### src/rtl/mux_nin_rr_reg.sv
// N-input registered selector: fixed channel select (mode 0) or round-robin (mode 1).
// One-cycle latency; the single output slot can drain and refill in the same cycle.
module mux_nin_rr_reg #(
  parameter int WIDTH  = 16,
  parameter int NUM_IN = 4,
  parameter int SEL_W  = 2
) (
  input  logic                    clk,
  input  logic                    rst,
  input  logic                    mode,
  input  logic [SEL_W-1:0]        sel,
  input  logic [NUM_IN*WIDTH-1:0] in_data,
  input  logic [NUM_IN-1:0]       in_valid,
  output logic [NUM_IN-1:0]       in_ready,
  output logic [WIDTH-1:0]        out_data,
  output logic [SEL_W-1:0]        out_src,
  output logic                    out_valid,
  input  logic                    out_ready
);

  typedef enum logic {EMPTY = 1'b0, FULL = 1'b1} slot_t;

  slot_t            r_state;
  slot_t            w_state_nxt;
  logic [WIDTH-1:0] r_out_data;
  logic [SEL_W-1:0] r_out_src;
  logic [SEL_W-1:0] r_rr_ptr;

  logic             w_can_load;
  logic             w_grant;
  logic [SEL_W-1:0] w_gidx;
  logic [SEL_W-1:0] w_ptr_nxt;
  logic [WIDTH-1:0] w_gdat;
  int               w_dist;
  int               w_best;

  // Grant selection; in round-robin mode the valid channel closest to r_rr_ptr wins.
  always_comb begin
    w_can_load = (r_state == EMPTY) || out_ready;
    w_grant    = 1'b0;
    w_gidx     = '0;
    w_dist     = 0;
    w_best     = NUM_IN;
    if (!mode) begin
      for (int i = 0; i < NUM_IN; i++) begin
        if (sel == SEL_W'(i)) begin
          w_gidx  = SEL_W'(i);
          w_grant = in_valid[i];
        end
      end
    end else begin
      for (int i = 0; i < NUM_IN; i++) begin
        if (i >= int'(r_rr_ptr)) w_dist = i - int'(r_rr_ptr);
        else                     w_dist = i + NUM_IN - int'(r_rr_ptr);
        if (in_valid[i] && (w_dist < w_best)) begin
          w_best  = w_dist;
          w_gidx  = SEL_W'(i);
          w_grant = 1'b1;
        end
      end
    end
    w_grant = w_grant && w_can_load;
  end

  always_comb begin
    w_gdat   = '0;
    in_ready = '0;
    for (int i = 0; i < NUM_IN; i++) begin
      if (w_gidx == SEL_W'(i)) begin
        w_gdat      = in_data[i*WIDTH +: WIDTH];
        in_ready[i] = w_grant && !rst;
      end
    end
  end

  assign w_ptr_nxt = (int'(w_gidx) == NUM_IN - 1) ? '0 : w_gidx + SEL_W'(1);

  always_comb begin
    w_state_nxt = r_state;
    if (w_grant)        w_state_nxt = FULL;
    else if (out_ready) w_state_nxt = EMPTY;
  end

  always_ff @(posedge clk or posedge rst) begin
    if (rst) begin
      r_state    <= EMPTY;
      r_out_data <= '0;
      r_out_src  <= '0;
      r_rr_ptr   <= '0;
    end else begin
      r_state <= w_state_nxt;
      if (w_grant) begin
        r_out_data <= w_gdat;
        r_out_src  <= w_gidx;
        if (mode) r_rr_ptr <= w_ptr_nxt;
      end
    end
  end

  assign out_data  = r_out_data;
  assign out_src   = r_out_src;
  assign out_valid = (r_state == FULL);

endmodule

### config.mk
export PLATFORM = sky130hd
export DESIGN_NAME = mux_nin_rr_reg
export DESIGN_NICKNAME = d
export VERILOG_FILES = /design/src/rtl/mux_nin_rr_reg.sv
export SDC_FILE = /design/constraint.sdc
export NUM_CORES = 1
export LEC_CHECK = 0
export CORE_AREA = 2 2 88 90
export DETAILED_ROUTE_END_ITERATION = 10
export DIE_AREA = 0 0 90 92
export HOLD_SLACK_MARGIN = 0.1
export PLACE_DENSITY = 0.59
export SLEW_MARGIN = 10
export SYNTH_ARGS = -nofsm -noshare
export SYNTH_HDL_FRONTEND = slang
export SYNTH_SLANG_ARGS = --single-unit
### constraint.sdc
create_clock -name clk -period 13.8 [get_ports clk]
set_clock_uncertainty 0.05 [all_clocks]
set_input_delay 2.07 -clock clk [delete_from_list [all_inputs] [get_ports clk]]
set_output_delay 2.07 -clock clk [all_outputs]
set_load 0.005 [all_outputs]
# --- Word-level counts from Yosys, hierarchy flattened ---
# Cells that the tools add are included.
classes:
  mux: 40
  bitwise: 1
  n_reduce_logical: 12
  add_sub_neg: 8
  n_eq_ne: 7
  magnitude_cmp: 7
ops:
  columns: ["operator", "n"]
  rows:
  - ["$mux W32", 13]
  - ["$lt A32 B32 Y1", 3]
  - ["$mux W16", 4]
  - ["$lt A32 B4 Y1 const B", 1]
  - ["$mux W1", 17]
  - ["$mux W2", 6]
  - ["$sub A3 B2 Y4 const A", 3]
  - ["$eq A2 B2 Y1 const B", 4]
  - ["$eq A2 B1 Y1 const B", 3]
  - ["$logic_and A1 B1 Y1", 6]
  - ["$sub A1 B2 Y3 const A", 2]
  - ["$sub A2 B2 Y3 const A", 2]
  - ["$ge A1 B2 Y1 const A", 2]
  - ["$logic_not A2 Y1", 2]
  - ["$add A2 B1 Y2 const B", 1]
  - ["$ge A2 B2 Y1 const A", 1]
  - ["$reduce_and A2 Y1", 1]
  - ["$reduce_bool A2 Y1", 1]
  - ["$logic_not A1 Y1", 1]
  - ["$logic_or A1 B1 Y1", 1]
  - ["$not A1 Y1", 1]
word_totals:
  input_bits: 74
  out_inout_bits: 23
  word_cells: 79
  ff_bits: 21

# --- Longest topological paths before layout ---
depth:
  depth_word: 24
  depth_mapped: 30
  depth_no_buf: 29

# --- Worst setup path after synthesis ---
# OpenSTA, ideal clock, no wires.
synth_timing:
  kind: "input to output"
  from: "input port in_valid[0]"
  to: "output port in_ready[1]"
  path_buffers: 2
  cell_stages: 19
  required_time_ns: 11.680
  slack_ns: 5.802
  arrival_ns: 5.878
  path_cell_list: "ha_1 nor2_1 o21ai_2 o21ai_0 nor3b_1 a21oi_1 ha_1 and2b_2 nand2_1 o311a_4 a21o_2 ha_1 a211o_1 mux2_4 o31ai_4 ha_1 clkbuf_1 clkbuf_1 and3_1"
synth_between:
  word_cells_on_any_way: 30
  classes_between: "order compare (3); eq/ne (1); mux (20); reduce/logical (6)"
synth_lines:
  columns: ["element", "line", "source"]
  rows:
  - ["from (decl)", "13", "input logic [NUM_IN-1:0] in_valid,"]
  - ["$logic_and A1 B1 Y1 (*)", "55", "if (in_valid[i] && (w_dist < w_best)) begin"]
  - ["$mux W32 (*)", "55", null]
  - ["$mux W32 (*)", "44", "if (!mode) begin"]
  - ["$lt A32 B32 Y1", "55", null]
  - ["$logic_and A1 B1 Y1", "55", null]
  - ["$mux W32", "55", null]
  - ["$mux W32", "44", null]
  - ["$lt A32 B32 Y1", "55", null]
  - ["(+2 left out)", null, null]
  - ["$mux W32", "44", null]
  - ["$lt A32 B32 Y1", "55", null]
  - ["$logic_and A1 B1 Y1", "55", null]
  - ["$mux W2 (*)", "55", null]
  - ["$mux W2 (*)", "44", null]
  - ["named net w_gidx[0]", "31", "logic [SEL_W-1:0] w_gidx;"]
  - ["$eq A2 B1 Y1 (*)", "69", "if (w_gidx == SEL_W'(i)) begin"]
  - ["$mux W1 (*)", "69", null]
  - ["to (decl)", "14", "output logic [NUM_IN-1:0] in_ready,"]
# The timed path passes the listed nets; every way through them passes the cells marked *. The select of a mux whose other input is x is not followed.

# --- Worst setup path after layout ---
layout_timing:
  from: "input port in_valid[0]"
  to: "output port in_ready[2]"
layout_between:
  word_cells_on_any_way: 30
  classes_between: "order compare (3); eq/ne (1); mux (20); reduce/logical (6)"
layout_lines:
  columns: ["element", "line"]
  rows:
  - ["$logic_and A1 B1 Y1 (*)", "55"]
  - ["$mux W32 (*)", "55"]
  - ["$mux W32 (*)", "44"]
  - ["$lt A32 B32 Y1", "55"]
  - ["$logic_and A1 B1 Y1", "55"]
  - ["$mux W32", "55"]
  - ["$mux W32", "44"]
  - ["$lt A32 B32 Y1", "55"]
  - ["(+2 left out)", null]
  - ["$mux W32", "44"]
  - ["$lt A32 B32 Y1", "55"]
  - ["$logic_and A1 B1 Y1", "55"]
  - ["$mux W2 (*)", "55"]
  - ["$mux W2 (*)", "44"]
  - ["named net w_gidx[0]", "31"]
  - ["$eq A2 B2 Y1 (*)", "69"]
  - ["$mux W1 (*)", "69"]
# Marked as above.

==> flow_metrics.env <==
export IMPL_overflow=0
export IMPL_use_met3_pct=3.53
export IMPL_reg2reg_slack_ns=7.57
export IMPL_leakage_nw=1.14
export IMPL_h_tree_depth=1
export IMPL_finalMaxSlewViolations=0
export IMPL_period_needed_ns=9.50
export IMPL_critPathMaxStageDelay_ns=0.79
export IMPL_cts_buffer_depth=2
export IMPL_clkTransAtPathRegs_ns=0.08
export IMPL_reg2regPathDepth=27
export IMPL_fin_crit_sh_pct=68.8
export IMPL_crit_chain="clkdlybuf4s50_1 -> ha_1 -> nor2_1 -> o21ai_2 -> o21ai_0 -> nor3b_1 -> a21oi_1 -> ha_1 -> and2b_2 -> nand2_1 -> o311a_4 -> a21o_2 -> ha_1 -> nor2_1 -> a211oi_1 -> mux2_4 -> o31ai_4 -> inv_1 -> ha_1 -> and3_1 -> clkdlybuf4s50_1"
export IMPL_crit_fanout=33
export IMPL_start_util_pct=24.1
export IMPL_cts_tree="yes"
export IMPL_synth_ff_type="dfrtp_1"
export IMPL_ys_ff_latch=21
export IMPL_grt_max_degree=40
export IMPL_synth_area_sq_mm=0.00179
export IMPL_die_x_um=90
export IMPL_hp_start="out_valid$_DFFE_PP0P_"
export IMPL_clkSinkCount=21
export IMPL_cap_violations=0
export IMPL_crit_required_ns=11.68
export IMPL_relSlewSlack_pct=32.0
export IMPL_num_vias=1939
export IMPL_cts_post_setup_buffers_inserted=0
export IMPL_root_buffer="clkbuf_8"
export IMPL_grt_pass1_vias=1918
export IMPL_ios=97
export IMPL_fin_nets=389
export IMPL_ys_warn_count=0
export IMPL_ys_types=44
export IMPL_firstDrtPassIters=4
export IMPL_avgRoutedWirePerCell_um=15.0
export IMPL_clock_latency_ns=0.26
export IMPL_fmax_mhz=105
export IMPL_nFillCells=772
export IMPL_cp_slowest_cell="ha_1"
export IMPL_cp_end_kind="output pin"
export IMPL_holdPathEnd="out_valid$_DFFE_PP0P_"
export IMPL_critPathMostFrequentCell="ha_1"
export IMPL_num_rows=32
export IMPL_via_per_inst=4.81
export IMPL_cp_num_buf_inv=3
export IMPL_netlist_instances=213
export IMPL_synth_area_per_cell_sq_um=8.42
export IMPL_hold_path_class="reg2reg"
export IMPL_grt_setup_unrepaired="no"
export IMPL_grt_pass1_wl_um=9600
export IMPL_hold_depth=2
export IMPL_crit_type="in2out"
export IMPL_drtAntennaViolNets=0
export IMPL_hpwl_um=4670
export IMPL_rr_endpoint="out_data[4]$_DFFE_PP0P_"
export IMPL_dieArea_sq_mm=0.00828
export IMPL_fin_util_pct=38.6
export IMPL_io_buffers=96
export IMPL_power_density_mw_per_mm2=202
export IMPL_die_h_um=92
export IMPL_fin_tns_setup_ns=0
export IMPL_top_usage_layer="met2"
export IMPL_track_usage_pct=14.6
export IMPL_ir_worst_vdd_v=0.0000780
export IMPL_synth_seq_area_share_pct=29.3
export IMPL_r2r_start="r_rr_ptr[1]$_DFFE_PP0P_"
export IMPL_worst_slew_pin_slew_ns=1.02
export IMPL_met1_usage_pct=17.7
export IMPL_drive_gt1_share_pct=8.31
export IMPL_num_antenna_cells=0
export IMPL_first_iter_violations=92
export IMPL_antenna_found_initial=0
export IMPL_grt_use_met2_pct=25.9
export IMPL_gp_congestion=0.850
export IMPL_synthToLayoutAreaGrowth_pct=60.3
export IMPL_async_reset_ff_share_pct=100
export IMPL_finalHoldWorstSlack_ns=0.464
export IMPL_drt_total_wl_um=6050
export IMPL_synth_fp_nets=300
export IMPL_cts_made_buffers=3
export IMPL_core_area_sq_mm=0.00745
export IMPL_cp_start_kind="input pin"
export IMPL_cp_arrival_ns=7.38
export IMPL_post_cts_resized=0
export IMPL_synth_edff_count=0
export IMPL_status="complete, no violations"
export IMPL_cts_hold_buf=0
export IMPL_setup_viol=0
export IMPL_drc=0
export IMPL_path_delay_family="adder cells"
export IMPL_hold_viol_final=0
## worst max path at each step
stage	startpoint	end	slack, ns	cells past startpoint
after floorplan	in_valid[0]	in_ready[1]	5.80	19
after global placement	in_valid[0]	in_ready[2]	4.47	21
after detailed placement	in_valid[0]	in_ready[2]	4.33	21
after CTS	in_valid[0]	in_ready[2]	4.31	21
after global routing	in_valid[0]	in_ready[2]	3.95	21
final	in_valid[0]	in_ready[2]	4.30	21
## metal layers
metal / up-vias / part of all wire (%)
met1: 903 / 46
met3: 7 / 6.0
met5: - / 0
li1: 952 / -
met2: 77 / 47
met4: 0 / 1.3
## cell usage after synthesis, types with 3 or more instances
cell type | count | share of area (%)
a221oi_1 | 15 | 7.3
nor2_1 | 21 | 4.4
clkbuf_1 | 10 | 2.1
nor2b_1 | 17 | 5.9
a21oi_1 | 35 | 9.8
dfrtp_1 | 21 | 29
and3_1 | 4 | 1.4
ha_1 | 13 | 9.1
nand2_1 | 8 | 1.7
inv_1 | 8 | 1.7
and2b_2 | 3 | 1.5
o21ai_0 | 5 | 1.4
nor3_1 | 15 | 4.2
## cell type report
type / count / area (sq um) / share of cell area [%]
clock buffer: 3 / 41.3 / 1.44
inverter: 8 / 30.0 / 1.04
timing repair buffer: 99 / 983 / 34.2
multi-input combinational: 169 / 1160 / 40.4
clock inverter: 1 / 5.00 / 0.174
tap: 102 / 128 / 4.44
sequential: 21 / 526 / 18.3
## cell usage in the layout, fill, tap and decap left out, types with 2 or more instances in the layout
master	count
nand2_1	8
nor3b_1	2
a221oi_1	15
mux2_4	2
nor3_1	15
and2b_2	3
nand3_1	2
ha_1	13
buf_4	3
mux2_2	2
a21oi_1	35
o21ai_0	5
inv_1	8
clkdlybuf4s50_1	96
nor2b_1	17
and3_1	4
nor2_1	21
dfrtp_1	21
nand3b_1	2
clkbuf_8	3
a31oi_1	2
## worst min-delay path: stages (launching register included)
cell and delay (ns):
dfrtp_1 0.35, nand2b_1 0.08, nand2_1 0.06
## per-stage QoR
step	cell area [sq um]	std cells	worst slack [ns]	total power, W
2_1_floorplan	1790	213	5.80	0.000395
3_3_place_gp	2830	399	4.47	0.000542
3_5_place_dp	2830	399	4.33	0.000546
4_1_cts	2870	403	4.31	0.000589
5_1_grt	2870	403	3.95	0.000637
6_report	2870	403	4.30	0.000582
## power by group
part | internal (W) | leakage (nW) | total (W) | switching, W
registers | 0.0000928 | 0.240 | 0.000115 | 0.0000223
clock network | 0.0000201 | 0.0255 | 0.0000406 | 0.0000205
logic | 0.000213 | 0.873 | 0.000426 | 0.000213
## flip-flops by register name (all words and copies together) (netlist names)
signal,flops
out_data,16
out_valid,1
out_src,2
r_rr_ptr,2
## kinds of logic after synthesis
group	after synthesis	share of synthesized area (%)
mux	6	4.75
buf+inv	23	5.93
simple gates	81	24.6
compound gates	69	26.3
fa+ha+maj	13	9.07
flops	21	29.3
Note: power is estimated with default switching activity, not from simulation.
